==> config.mk <==
export PLATFORM = sky130hd
export DESIGN_NAME = steer_en_hyst
export DESIGN_NICKNAME = d
export VERILOG_FILES = /design/src/rtl/steer_en_hyst.sv
export SDC_FILE = /design/constraint.sdc
export NUM_CORES = 1
export LEC_CHECK = 0
export BUFFER_PORTS_ARGS = -buffer_cell sky130_fd_sc_hd__buf_2
export CAP_MARGIN = 0
export CELL_PAD_IN_SITES_DETAIL_PLACEMENT = 0
export CELL_PAD_IN_SITES_GLOBAL_PLACEMENT = 1
export CORE_MARGIN = 4
export CORE_UTILIZATION = 50
export CTS_CLUSTER_DIAMETER = 100
export CTS_CLUSTER_SIZE = 25
export DETAILED_ROUTE_END_ITERATION = 16
export MAX_ROUTING_LAYER = met4
export PLACE_DENSITY = 0.92
export SYNTH_ARGS = -nofsm -noshare
export SYNTH_HDL_FRONTEND = slang
export SYNTH_SLANG_ARGS = --single-unit
export TNS_END_PERCENT = 1
==> constraint.sdc <==
create_clock -name clk -period 4.07 [get_ports clk]
set_input_delay 0.2035 -clock clk [delete_from_list [all_inputs] [get_ports clk]]
set_output_delay 0.2035 -clock clk [all_outputs]
set_load 0.01 [all_outputs]
==> src/rtl/steer_en_hyst.sv <==
// rtl/steer_en_hyst.sv - rider-detect and steering-enable controller with hysteresis and settle timer
module steer_en_hyst #(
    parameter int LD_W         = 12,
    parameter int TMR_W        = 26,
    parameter int FAST_SIM     = 1,
    parameter int FAST_TMR_W   = 15,
    parameter int MIN_WEIGHT   = 'h200,
    parameter int HYST         = 'h020,
    parameter int SETTLE_SHIFT = 2,
    parameter int OFF_NUM      = 15,
    parameter int OFF_SHIFT    = 4,
    parameter int OFF_CNT      = 4
) (
    input  logic                   clk,
    input  logic                   rst,
    input  logic                   ld_vld,
    input  logic [LD_W-1:0]        lft_ld,
    input  logic [LD_W-1:0]        rght_ld,
    output logic                   en_steer,
    output logic                   rider_off,
    output logic signed [LD_W:0]   ld_cell_diff,
    output logic [LD_W:0]          ld_sum
);

    localparam int SUM_W = LD_W + 1;
    localparam int TE    = (FAST_SIM != 0) ? FAST_TMR_W : TMR_W;
    localparam int NUM_W = $clog2(OFF_NUM + 1);
    localparam int EXT_W = (OFF_SHIFT > NUM_W) ? OFF_SHIFT : NUM_W;
    localparam int CMP_W = SUM_W + EXT_W;
    localparam int CNT_W = $clog2(OFF_CNT + 1);

    localparam logic [SUM_W-1:0] ON_TH   = SUM_W'(MIN_WEIGHT);
    localparam logic [SUM_W-1:0] OFF_TH  = SUM_W'(MIN_WEIGHT - HYST);
    localparam logic [CMP_W-1:0] NUM_C   = CMP_W'(OFF_NUM);
    localparam logic [CNT_W-1:0] CNT_MAX = CNT_W'(OFF_CNT);
    localparam logic [CNT_W-1:0] CNT_HIT = CNT_W'(OFF_CNT - 1);

    typedef enum logic [1:0] {
        IDLE  = 2'd0,
        WAIT  = 2'd1,
        STEER = 2'd2
    } state_t;

    state_t             state;
    state_t             nxt_state;
    logic               clr_tmr;

    logic [SUM_W-1:0]   sum;
    logic [SUM_W-1:0]   diff;
    logic [LD_W-1:0]    abs_diff;
    logic [CMP_W-1:0]   abs_scaled;
    logic [CMP_W-1:0]   sum_scaled;
    logic               present;
    logic               low;
    logic               unsettled;
    logic               stepoff;
    logic               off_hit;

    logic [TE-1:0]      tmr;
    logic               tmr_full;
    logic [CNT_W-1:0]   off_cnt;

    assign sum  = {1'b0, lft_ld} + {1'b0, rght_ld};
    assign diff = {1'b0, lft_ld} - {1'b0, rght_ld};

    // Subtracting in the direction given by the sign keeps |diff| within LD_W bits
    assign abs_diff = diff[LD_W] ? (rght_ld - lft_ld) : (lft_ld - rght_ld);

    assign abs_scaled = CMP_W'(abs_diff) << OFF_SHIFT;
    assign sum_scaled = CMP_W'(sum) * NUM_C;

    assign present   = (sum >= ON_TH);
    assign low       = (sum < OFF_TH);
    assign unsettled = ({1'b0, abs_diff} > (sum >> SETTLE_SHIFT));
    assign stepoff   = (abs_scaled > sum_scaled);
    assign off_hit   = low && (off_cnt == CNT_HIT);

    assign tmr_full = &tmr;

    always_comb begin
        nxt_state = state;
        clr_tmr   = 1'b0;
        if (ld_vld) begin
            case (state)
                IDLE: begin
                    if (present) begin
                        nxt_state = WAIT;
                        clr_tmr   = 1'b1;
                    end
                end
                WAIT: begin
                    if (off_hit) begin
                        nxt_state = IDLE;
                    end else if (unsettled) begin
                        clr_tmr = 1'b1;
                    end else if (tmr_full) begin
                        nxt_state = STEER;
                    end
                end
                STEER: begin
                    if (off_hit) begin
                        nxt_state = IDLE;
                    end else if (stepoff) begin
                        nxt_state = WAIT;
                        clr_tmr   = 1'b1;
                    end
                end
                default: begin
                    nxt_state = IDLE;
                end
            endcase
        end
    end

    always_ff @(posedge clk or posedge rst) begin
        if (rst) begin
            state     <= IDLE;
            en_steer  <= 1'b0;
            rider_off <= 1'b1;
        end else begin
            state     <= nxt_state;
            en_steer  <= (nxt_state == STEER);
            rider_off <= (nxt_state == IDLE);
        end
    end

    // Saturating so a long gap in ld_vld cannot wrap past tmr_full
    always_ff @(posedge clk or posedge rst) begin
        if (rst) begin
            tmr <= '0;
        end else if (clr_tmr) begin
            tmr <= '0;
        end else if (!tmr_full) begin
            tmr <= tmr + TE'(1);
        end
    end

    always_ff @(posedge clk or posedge rst) begin
        if (rst) begin
            off_cnt <= '0;
        end else if (nxt_state != state) begin
            off_cnt <= '0;
        end else if (ld_vld) begin
            if (!low) begin
                off_cnt <= '0;
            end else if (off_cnt != CNT_MAX) begin
                off_cnt <= off_cnt + CNT_W'(1);
            end
        end
    end

    always_ff @(posedge clk or posedge rst) begin
        if (rst) begin
            ld_sum       <= '0;
            ld_cell_diff <= '0;
        end else if (ld_vld) begin
            ld_sum       <= sum;
            ld_cell_diff <= $signed(diff);
        end
    end

endmodule

==> results, run 1 <==
- After synthesis, the netlist uses 79 different library cells.
- The area enclosed by the die boundary is 13870 sq um.
- The count of flip-flops with a built-in enable after synthesis is 0.
- The vertical die dimension is 117.8 um.
- Across all register-to-register paths, the minimum setup slack is approximately 1500 ps.
- The worst clock skew is 10.98 ps.
- Counting both buffers and inverters, the worst setup path holds a total of 4.
- The summed negative setup slack over all endpoints is -40830 ps.
- The floorplan has 39 rows.
- The worst slew margin relative to its limit is 31.87%.
- The repair_antennas step left the layout with diodes totalling 0.
- TritonCTS built the clock tree.
- Clock-pin slew was measured on the worst setup and hold paths at 80 ps.
- The register bit total from synthesis is 47.
- The placeable core area is between 10000 and 15000 sq um.
- The standby leakage power is approximately 4.2 nW.
- The total nets after synthesis is 839.
- Subtracting the final worst setup slack from the clock period gives 5984 ps.
- The power per unit of standard cell area is 714.1 nW/um^2.
- After synthesis, the largest area contributor takes up 19.11% of total cell area.
- The number of buffers on the longest clock path is 2.
- Synthesis produced approximately 710 cells.
- The proportion of register bits with asynchronous set or reset after synthesis is 100.0%.
- The count of final hold-check violations was 0.
- The number of clock sinks is 47.
- The logic depth of the worst register-to-register path is 8.
- The count of vias placed by the detailed router is 6074.
- The mean routed wirelength per cell is 16.15 um.
- The topmost layer with routed signal wires is met4.
- The cell that appears most often on the critical path is a21oi_2.
- The routed length on met1 is a little over 7000 um.
- The nature of the critical path endpoint is a register.
- IR analysis of the VDD net gives a maximum drop of roughly 350 uV.
- The sum of net half-perimeters after detailed placement is 13890 um.
- Hold repair after CTS inserted 0 buffers.
- The max-slew violation total from the final report came to 0.
- The synthesized area per cell is 8.495 sq um.
- The total design power is 5.866 mW.
- During placement, the flow inserted port buffers numbering 54.
- The final wirelength is 17410 um.
- The first global-routing pass estimated 29150 um of wire.
- The via count of the first global-routing pass is 6242.
- The total global-route track usage is 26.01%.
- The starting DRC count in detailed routing is 340.
- The number of violations of the max-capacitance limit is 0.
- The fraction of final layout cells with drive strength greater than 1 is 35.08%.
- The count of pins on the block boundary is 55.
- The transition time at the pin with the least slew margin is about 1000 ps.
- The total of fill cells in the finished design is 859.
- The number of warnings issued by yosys is 0.
- In this run the worst hold path is classified as in2async.
- The largest incremental delay on the critical path is around 560 ps.
- Summing every instance area after synthesis gives 6023 sq um.
- Clock tree synthesis inserted a total of 5 buffers.
- The arrival time of the worst setup path is 6210 ps.
- The setup-violating endpoint count in the final report is 22.
- At the worst endpoint, the required time is about 4300 ps.
- The initial standard-cell utilization of the core is 51.86%.
- The first TritonRoute pass finished after 5 iterations.
- The worst-case setup margin in the final layout is -1914 ps.
- The worst hold slack is 126.3 ps.
- Once detail routing completed, the nets flagged for antenna violations numbered 0.
- After detailed routing, the number of remaining DRC violations is 0.
- The biggest area contributor in the post-synthesis netlist is dfrtp_1.
- The net count of the finished layout is about 1100.
- The dominant delay contributor by cell family on the critical path is compound AO/OA/AOI/OAI gates.
- In the post-synthesis netlist, the biggest area contributors are dfrtp_1, ha_1, xnor2_1.
- The ratio of final minimum period to clock period is 147.0%.
- Timing would allow up to 167.1 MHz.
- At the end of routability-driven placement, the weighted congestion stood at ~0.98.
- The startpoint identified for the worst register-to-register timing path is tmr[0]$_DFFE_PP0P_.
- The run finished, with violations left.
- The end of the worst register-to-register path is off_cnt[0]$_DFFE_PP0P_.
- The clock latency of the later-clocked register in the worst-skew pair is 310 ps.
- The dominant synthesized flop cell is dfrtp_1.
- Along the worst path, the maximum fanout reaches 3.
- After detailed routing, the number of vias per cell comes to 5.635.
- The worst-path cell with the longest stage delay is fa_1.
- The met3 layer wire length in the routed design is 894 um.
- The critical path in this run is classified as in2reg.
- The final reports fail on negative setup slack.
- The area growth from synthesis to layout is 36.37%.
- Setup repair after global routing could not meet its margin everywhere.
- After global routing the overflow that remains totals 0.
- The clock tree root buffer cell is clkbuf_16.
- The maximum number of pins on one net before global-route repair is 50.
- The number of antenna violations at the first check in global routing was 0.
- In this run the number of H-tree levels came out at 2.
- The floorplan step set the die width to ~120 um.
- The portion of the post-synthesis area used by sequential elements is 19.55%.
- The share of the core filled with cells in the final layout is 70.73%.
- The total met2 wirelength after detailed routing is 8669 um.
- The critical path launch point type is a primary input.
==> per-layer routing <==
| layer | global-route usage (%) | vias to the layer above |
|---|---|---|
| li1 | - | 2952 |
| met1 | 30.87 | 2882 |
| met2 | 44.59 | 189 |
| met3 | 3.556 | 51 |
| met4 | 10.48 | 0 |
| met5 | - | - |
==> kinds of logic (layout without fill, tap and decap cells) <==
| kind of cell | count (synthesis) | count (layout) | share of synthesized area (%) |
|---|---|---|---|
| AOI/OAI and AO/OA | 195 | 195 | 22.21 |
| xor gates and xnor gates | 58 | 58 | 8.662 |
| adders and majority gates | 106 | 106 | 23.89 |
| buffers and inverters | 112 | 338 | 7.478 |
| DFF | 47 | 47 | 19.55 |
| muxes | 15 | 15 | 2.721 |
| and+or+nand+nor | 176 | 176 | 15.50 |
==> metrics by stage <==
stage | cells | area [sq um] | worst slack [ps]
floorplan | 709 | 6206 | -1624
global placement | 1069 | 7919 | -2063
detailed placement | 1069 | 7919 | -2352
CTS | 1077 | 8104 | -1950
global route | 1078 | 8214 | -2285
finish | 1078 | 8214 | -1914
==> report_power, final <==
group          internal (mW)  total [mW]  switching (mW)
registers              0.558       0.625          0.0667
clock network          0.293       0.517           0.224
logic                   2.37        4.72            2.36
==> repair_timing <==
item | in CTS | in global routing
resized for setup | 4 | 22
setup endpoints to repair | 22 | 22
pin swaps | 0 | 9
buffers inserted | 0 | 1
==> Yosys cell counts, types with 4 or more instances <==
library cell   n
ha_1          87
inv_1         84
a21oi_1       63
dfrtp_1       46
nor2_1        45
xnor2_1       40
o21ai_0       29
nand2_1       27
and3_1        19
a21o_1        18
xor2_1        17
fa_1          16
nand4_1       16
nand3_1       13
o21bai_1      13
buf_2         12
mux2_2        11
a211oi_1       9
nand2b_1       9
clkbuf_1       8
and2_1         7
nor3_1         7
o21a_1         6
a31oi_1        5
nor2b_1        5
a211o_1        4
and4_1         4
mux2i_1        4
or2_2          4
or3_1          4
==> layout by cell type, fill, tap and decap left out, types with 8 or more instances in the layout <==
cell      synthesis  routed
o21ai_0          29      23
inv_1            84      81
a21o_1           18      18
o21bai_1         13      12
nand4_1          16      16
a21oi_1          63      55
buf_2            12      53
dfrtp_1          46      46
ha_1             87      82
buf_4             2     189
a21oi_2           0       8
nor2_1           45      45
xnor2_1          40      34
mux2_2           11      11
and3_1           19      19
nand2_1          27      27
nand3_1          13      13
nand2b_1          9       9
fa_1             16      15
xor2_1           17      16
==> cell type report <==
type / instances / area, sq um / area share, %
Clock buffer: 5 / 125.1 / 1.523
Clock inverter: 3 / 46.29 / 0.5636
Inverter: 86 / 324.1 / 3.945
Multi-Input combinational cell: 550 / 4647 / 56.57
Sequential cell: 47 / 1177 / 14.33
Tap cell: 143 / 178.9 / 2.178
Timing Repair Buffer: 244 / 1715 / 20.88
==> how the worst max path moves through the flow <==
stage,end,from,cells past startpoint
after floorplan,off_cnt[0]$_DFFE_PP0P_,lft_ld[0],30
after global placement,en_steer$_DFF_PP0_,lft_ld[0],32
after detailed placement,en_steer$_DFF_PP0_,lft_ld[0],32
after CTS,off_cnt[0]$_DFFE_PP0P_,lft_ld[0],32
after global routing,off_cnt[1]$_DFFE_PP0P_,lft_ld[2],33
final,off_cnt[1]$_DFFE_PP0P_,lft_ld[0],32
==> state kept, by name (all words and copies together) (netlist names) <==
register / flops
tmr: 15
ld_cell_diff: 13
ld_sum: 12
off_cnt: 3
state: 2
en_steer: 1
rider_off: 1
(Power assumes the default switching activity.)
==> run 2: changes to the inputs <==
Settings changed: CORE_MARGIN 4 to not set.
==> run 2 against run 1 <==
  * The flow finishes with violations (design-rule violations, negative setup slack)
  * Die area shrank 9.9%
  * Cell count grew 0.56%
  * Global-route usage grew 3.4 points
  * Via count grew 0.66%
  * Register-to-register slack is essentially flat
  * Sequential cell count is the same
  * Total power grew 1.0%
  * Hold slack gained 36 ps
  * Critical path type unchanged
==> results, run 2 (same netlist as run 1, synthesis figures left out) <==
- Clock tree synthesis found a total of 47 sinks.
- The vertical die dimension is about 110 um.
- The library cell used most frequently in the layout, excluding fill and tap cells, is buf_4.
- Data on the critical path arrives at its endpoint at 6340 ps.
- The clock-pin slew reported for the worst setup and hold paths after clock tree synthesis is roughly 80 ps.
- The number of violations of the max-capacitance limit is 0.
- The power per unit of standard cell area is 721.7 nW/um^2.
- Entering global routing, the biggest net connects 50 pins.
- The library cells used most frequently in the layout, excluding fill and tap cells, are buf_4, inv_1, ha_1, a21oi_1, buf_2.
- On the worst path, the slowest cell contributes a delay of 520 ps.
- The number of antenna diodes in the final layout is 0.
- The port buffer count is 54.
- The tightest min-delay check is of the in2async type.
- After floorplanning, the core was sized to cover 11560 sq um.
- At the pin with the least slew margin, the transition time is 1057 ps.
- OpenSTA, run right after detailed placement, puts the worst setup slack at -2428 ps.
- The root buffer cell chosen for the clock tree is clkbuf_16.
- The run finished, with violations left.
- The total global-route track usage is about 30%.
- Counting both buffers and inverters, the worst setup path holds a total of 3.
- The fraction of final layout cells with drive strength greater than 1 is 35.39%.
- The number of placement rows is 39.
- The max-slew violation total from the final report is 0.
- The via count of the first global-routing pass is 6255.
- The peak fanout along the critical path is 5.
- In the final layout, the registers with the most flip-flops are tmr x15, ld_cell_diff x13, ld_sum x12.
- The first routing iteration left between 300 and 400 violations.
- Of the total power, registers draw a little over a tenth.
- The post-detailed-route count of antenna-violating nets is 0.
- The congestion estimate from routability-driven global placement came to between 0.9 and 1.
- The first TritonRoute pass finished after 11 iterations.
- The setup-violating endpoint count in the final report is 22.
- The number of buffers on the longest clock path is 2.
- The per-cell via count in the routed design is 5.640.
- The final reports fail on design-rule violations, negative setup slack.
- The sum of net half-perimeters after detailed placement is ~14000 um.
- The mean routed wirelength per cell is roughly 16 um.
- The ratio of final minimum period to clock period is 150.1%.
- The critical path is of the in2reg type.
- TritonCTS built the clock tree.
- Once routing completed, OpenROAD measured the worst setup slack at -2040 ps.
- STA puts the critical path data required time at 4300 ps.
- Summing all flip-flop and latch instances after layout gives 1177 sq um.
- On the critical path, the stage with the largest delay is an instance of fa_1.
- The fraction of power consumed by combinational cells is 81.7%.
- The worst slew margin relative to its limit is 29.43%.
- In this run, the clock network consumes 7.7% of the power.
- The power dissipated by switching net loads is 2.661 mW.
- The total design power is between 5 and 6 mW.
- Summed over all layers, the global routing overflow is 0.
- The register with the most flip-flops in the layout has 15 of them.
- The number of antenna violations at the first check in global routing is 0.
- The die covers 12490 sq um.
- Setup repair after global routing could not meet its margin everywhere.
- The dominant delay contributor by cell family on the critical path is compound AO/OA/AOI/OAI gates.
- The maximum operating frequency is 163.7 MHz.
- The H-tree level count is 2.
- The initial utilization of the core area, before any placement, comes to between 50% and 60%.
- The register with the most flip-flops in the final layout is tmr.
- The count of pins on the block boundary is 55.
- The count of final hold-check violations is 0.
- In the routed design, unresolved DRC markers number 2.
- From synthesis to final layout, the design area changed by 36.35%.
- The nature of the critical path endpoint is a register.
- Between clock sinks in the finished design, the worst skew comes to 9.765 ps.
- The die outline width is 111.8 um.
- The standby leakage power is approximately 4.3 nW.
- The total of fill cells in the finished design is 875.
- The wire length of the first global-routing pass is roughly 29000 um.
- The final critical delay including setup and external delays is 6110 ps.
- The summed negative setup slack over all endpoints is -43490 ps.
- Summed over all layers, the routed wires come to 17310 um.
- The number of buffers added by the clock tree synthesis step is 5.
- The count of vias placed by the detailed router is between 6000 and 7000.
- STA classifies the critical path startpoint as a primary input.
- The hold buffer count at cts is 0.
- At the end of the flow, the number of nets in the layout was 1070.
- Cell internal power was estimated by the tool at 3.266 mW.
- The clock reaches the later pin of the worst-skew pair after approximately 300 ps.
- Net switching is between 40% and 50% of the power.
- The multi-input combinational cells in the finished layout cover a total of ~4600 sq um.
- The worst supply voltage drop on vdd is 357.5 uV.
- The dominant cell type by count on the critical path is a21oi_2.
- The worst hold slack is 162.5 ps.
[run 2: cell types whose count changed in the layout (fill, tap and decap cells not counted), sizes merged]
cell,delta
clkinv,+1
inv,-1
buf,+6
bufinv,-1
clkbuf,+1
[run 2: area by class of cell]
class,instances,area share [%]
Tap cell,143,2.179
Timing Repair Buffer,250,21.36
Sequential cell,47,14.34
Multi-Input combinational cell,550,56.29
Clock buffer,6,1.691
Inverter,86,3.946
Clock inverter,2,0.1980
[run 2: worst register-to-register path: cells and delay by family (launching register included)]
family | cells | cell delay [ps]
AOI/OAI and AO/OA | 3 | 990
adders and majority gates | 1 | 210
DFF | 1 | 420
and+or+nand+nor | 4 | 930
[run 2: repair_timing]
| item | CTS | global route |
|---|---|---|
| pin swaps | 1 | 10 |
| setup buffers | 0 | 4 |
| endpoints found under the hold margin | 0 | 0 |
| endpoints found under the setup margin | 22 | 22 |
| gates resized for setup | 7 | 14 |
[run 2: metal layers]
layer	global-route usage (%)	share of wire, %	up-vias
li1	-	-	2966
met1	34.18	42	2923
met2	51.72	50	177
met3	2.395	4.0	48
met4	13.15	3.3	0
met5	-	0	-
[run 2: power by group through the flow]
stage	Clock, mW	Sequential (mW)	Combinational, mW
6_report	0.455	0.626	4.85
5_1_grt	0.475	0.639	5.36
4_1_cts	0.463	0.625	4.58
3_5_place_dp	0	0.631	4.49
3_3_place_gp	0	0.624	4.24
2_1_floorplan	0	0.648	2.76
[run 2: through the flow]
step	std cells	cell area [sq um]	util, %
after floorplan	709	6206	-
after global placement	1072	7941	68.67
after detailed placement	1072	7941	68.67
after CTS	1080	8120	70.22
after global routing	1084	8213	71.02
final	1084	8213	71.02
[run 2: final timing paths]
| check | cells after the start | slack (ps) | from | end |
|---|---|---|---|---|
| max in group asynchronous | 2 | 3260 | rst | tmr[2]$_DFFE_PP0P_ |
| min in group clk | 4 | 440 | lft_ld[1] | ld_cell_diff[1]$_DFFE_PP0P_ |
| max | 32 | -2040 | lft_ld[1] | off_cnt[0]$_DFFE_PP0P_ |
| max reg2reg | 8 | 1460 | tmr[1]$_DFFE_PP0P_ | rider_off$_DFF_PP1_ |
| min | 2 | 160 | rst | off_cnt[0]$_DFFE_PP0P_ |
| min reg2reg | 2 | 490 | ld_cell_diff[12]$_DFFE_PP0P_ | ld_cell_diff[12]$_DFFE_PP0P_ |
==> run 3: changes to the inputs <==
Settings changed: RECOVER_POWER set to 25.
==> run 3 against run 2 <==
  * The run ends with design-rule violations, max-capacitance violations, max-slew violations, negative setup slack left
  * Core utilization hardly changed
  * Clock power hardly changed
  * Design area hardly changed
  * Largest cell class unchanged
==> results, run 3 (same netlist as run 1, synthesis figures left out) <==
- The number of buffers added by the clock tree synthesis step is 5.
- After the first detailed-routing iteration, the DRC count stood at roughly 400.
- The startpoint identified for the worst register-to-register timing path is tmr[1]$_DFFE_PP0P_.
- The largest single stage delay on the critical path is 520 ps.
- After layout, the worst setup slack is -2041 ps.
- The run finished, with violations left.
- The cell area after layout is 8212 sq um.
- The total design power is 5.926 mW.
- The fraction of final layout cells with drive strength greater than 1 is a little over a third.
- In this run, post-CTS hold repair placed 0 buffers.
- The summed negative setup slack over all endpoints is -43510 ps.
- Counting stages on the worst path, the most repeated cell is a21oi_2.
- In this run the number of cells on the critical path is 32.
- The count of final hold-check violations is 0.
- The count of antenna diodes in the layout is 0.
- Setup violations remaining at the end of the flow were counted as 22.
- The dominant delay contributor by cell family on the critical path is compound AO/OA/AOI/OAI gates.
- The via count of the first global-routing pass is roughly 6300.
- The register containing the most flip-flops in the final layout is tmr.
- The count of vias placed by the detailed router is 6117.
- The number of buffers on the longest clock path is 2.
- TritonCTS built the clock tree.
- The worst-case IR drop observed on VDD is 357.4 uV.
- The net count of the finished layout is 1070.
- The worst register-to-register path ends at rider_off$_DFF_PP1_.
- In this run the cell area measured after placement is 7941 sq um.
- The nature of the critical path endpoint is a register.
- The library cell used most frequently in the layout, excluding fill and tap cells, is buf_4.
- Dividing the detail-routed wire length by the instance count gives around 16 um.
- By startpoint and endpoint, the worst setup path is classified as in2reg.
- The critical path launch point type is a primary input.
- At the worst endpoint, the required time is between 4000 and 5000 ps.
- Clock tree synthesis found a total of 47 sinks.
- The worst hold slack is 443.1 ps.
- The share of power burned in the clock network is 7.7%.
- The power per unit of standard cell area is between 700 and 800 nW/um^2.
- Entering global routing, the biggest net connects 50 pins.
- In the layout the commonest cells are buf_4, inv_1, ha_1, a21oi_1, buf_2.
- Data arrives at the worst endpoint at 6340 ps.
- The transition time at the pin with the least slew margin is ~1900 ps.
- The final wirelength is 17330 um.
- Row generation in the floorplan step produced 39 rows.
- The first-pass iteration count of the detailed router is 11.
- Measured along the x axis, the die boundary spans 111.8 um.
- Once the floorplan was initialized, standard cells occupied 52.08% of the core.
- The cell-internal power is approximately 3.3 mW.
- The total overflow left after global routing is 0.
- The number of cells on the worst reg-to-reg path is 8.
- The region available for standard cell placement spans 11560 sq um.
- In this run the tightest slew margin relative to its limit is -27.18%.
- The switching share of power is 44.90%.
- The number of flip-flops in the largest register is 15.
- The footprint of the flip-flops and latches is 1177 sq um.
- On the critical path, the stage with the largest delay is an instance of fa_1.
- The total of fill cells in the finished design is between 800 and 900.
- Compared with the post-synthesis result, the final layout area differs by 36.33%.
- In the final layout, the registers with the most flip-flops are tmr x15, ld_cell_diff x13, ld_sum x12.
- The die covers 12490 sq um.
- The checks that failed: design-rule violations, max-capacitance violations, max-slew violations, negative setup slack.
- Across the run, the number of max-cap violations was 1.
- The area of the multi-input gates is 4623 sq um.
- Setup repair after global routing could not meet its margin everywhere.
- Routability-driven placement finished with a final weighted congestion of 0.9285.
- The post-detailed-route DRC marker count is 2.
- The sum of net half-perimeters after detailed placement is 14040 um.
- The vertical die dimension is 111.8 um.
- The clock-pin slew reported for the worst setup and hold paths after clock tree synthesis is 80 ps.
- Clock tree synthesis selected as its root buffer the cell clkbuf_16.
- The detail route stage leaves a number of antenna-violating nets equal to 0.
- Buffers placed on the I/O ports in this run total 54.
- Dividing the detail-routed via count by the number of cells gives 5.643.
- In this run, the combinational gates consume 81.7% of the power.
- In this run the worst path has a maximum fanout of 5.
- The worst clock skew is between 9 and 10 ps.
- The worst min-delay path category is in2reg.
- Following the worst setup path forward leads to its endpoint at off_cnt[0]$_DFFE_PP0P_.
- The critical path buffer and inverter count is 3.
- Pin placement for this block handled 55 I/O pins.
- The number of antenna violations at the first check in global routing is 0.
- In this run the number of H-tree levels came out at 2.
- The total global-route track usage is between 20% and 30%.
- The critical path starts at lft_ld[1].
- The wire length of the first global-routing pass is roughly 29000 um.
- The final critical delay including setup and external delays is 6111 ps.
- The power dissipated by switching net loads is around 2.7 mW.
- The maximum operating frequency is 163.7 MHz.
- For the worst-skew pair, the clock arrives at the later sink with an insertion delay of roughly 300 ps.
- Sequential cells burn 10.6% of the power.
- The standby leakage power is 4.255 nW.
- Once layout is complete, the utilization of the core stands at 71.01%.
- The max-slew violation total from the final report was 48.
- The register-to-register path setup slack is approximately 1500 ps.
- The final critical path takes up 150.1% of the cycle.
-- run 3: metrics by stage --
| stage | instances | setup WS [ps] |
|---|---|---|
| final | 1084 | -2041 |
| after global routing | 1084 | -2338 |
| after CTS | 1080 | -1967 |
| after detailed placement | 1072 | -2428 |
| after global placement | 1072 | -2182 |
| after floorplan | 709 | -1624 |
-- run 3: per-layer routing --
metal	track usage, %	part of all wire (%)	up-vias
met5	-	0	-
met4	13.15	3.5	0
met3	2.395	3.6	50
met2	51.72	50	172
met1	34.18	43	2928
li1	-	-	2967
-- run 3: worst min-delay path by stage --
stage,start,end,slack [ps],depth (start not counted)
2_1_floorplan,ld_vld,ld_cell_diff[12]$_DFFE_PP0P_,410,3
3_3_place_gp,ld_cell_diff[12]$_DFFE_PP0P_,ld_cell_diff[12]$_DFFE_PP0P_,470,2
3_5_place_dp,ld_cell_diff[12]$_DFFE_PP0P_,ld_cell_diff[12]$_DFFE_PP0P_,480,2
4_1_cts,rst,off_cnt[0]$_DFFE_PP0P_,200,2
5_1_grt,lft_ld[1],ld_cell_diff[1]$_DFFE_PP0P_,490,4
6_report,lft_ld[1],ld_cell_diff[1]$_DFFE_PP0P_,440,4
-- run 3: worst register-to-register path, stage by stage, from the launching register on --
cell and delay, ps:
dfrtp_1 420, ha_1 210, and3_1 230, and4_1 230
nand2_1 290, o41a_4 620, a211oi_2 270, a311oi_2 100
nor2_1 170
-- run 3: layout make-up --
type / count / area share (%)
clock inverters: 2 / 0.1981
inverters: 86 / 3.946
well taps: 143 / 2.179
flip-flops and latches: 47 / 14.34
multi-input cells: 550 / 56.30
clock buffers: 6 / 1.691
repair buffers: 250 / 21.35
-- run 3: power by group through the flow --
stage                     Clock (mW)  Sequential (mW)  Combinational [mW]
after floorplan                    0            0.648                2.76
after global placement             0            0.624                4.24
after detailed placement           0            0.631                4.49
after CTS                      0.463            0.625                4.58
after global routing           0.475            0.639                5.36
final                          0.457            0.626                4.84
-- run 3: what timing repair did --
item,in CTS,in global routing
setup buffers,0,4
pin swaps,1,10
resized for setup,7,14
setup endpoints to repair,22,22
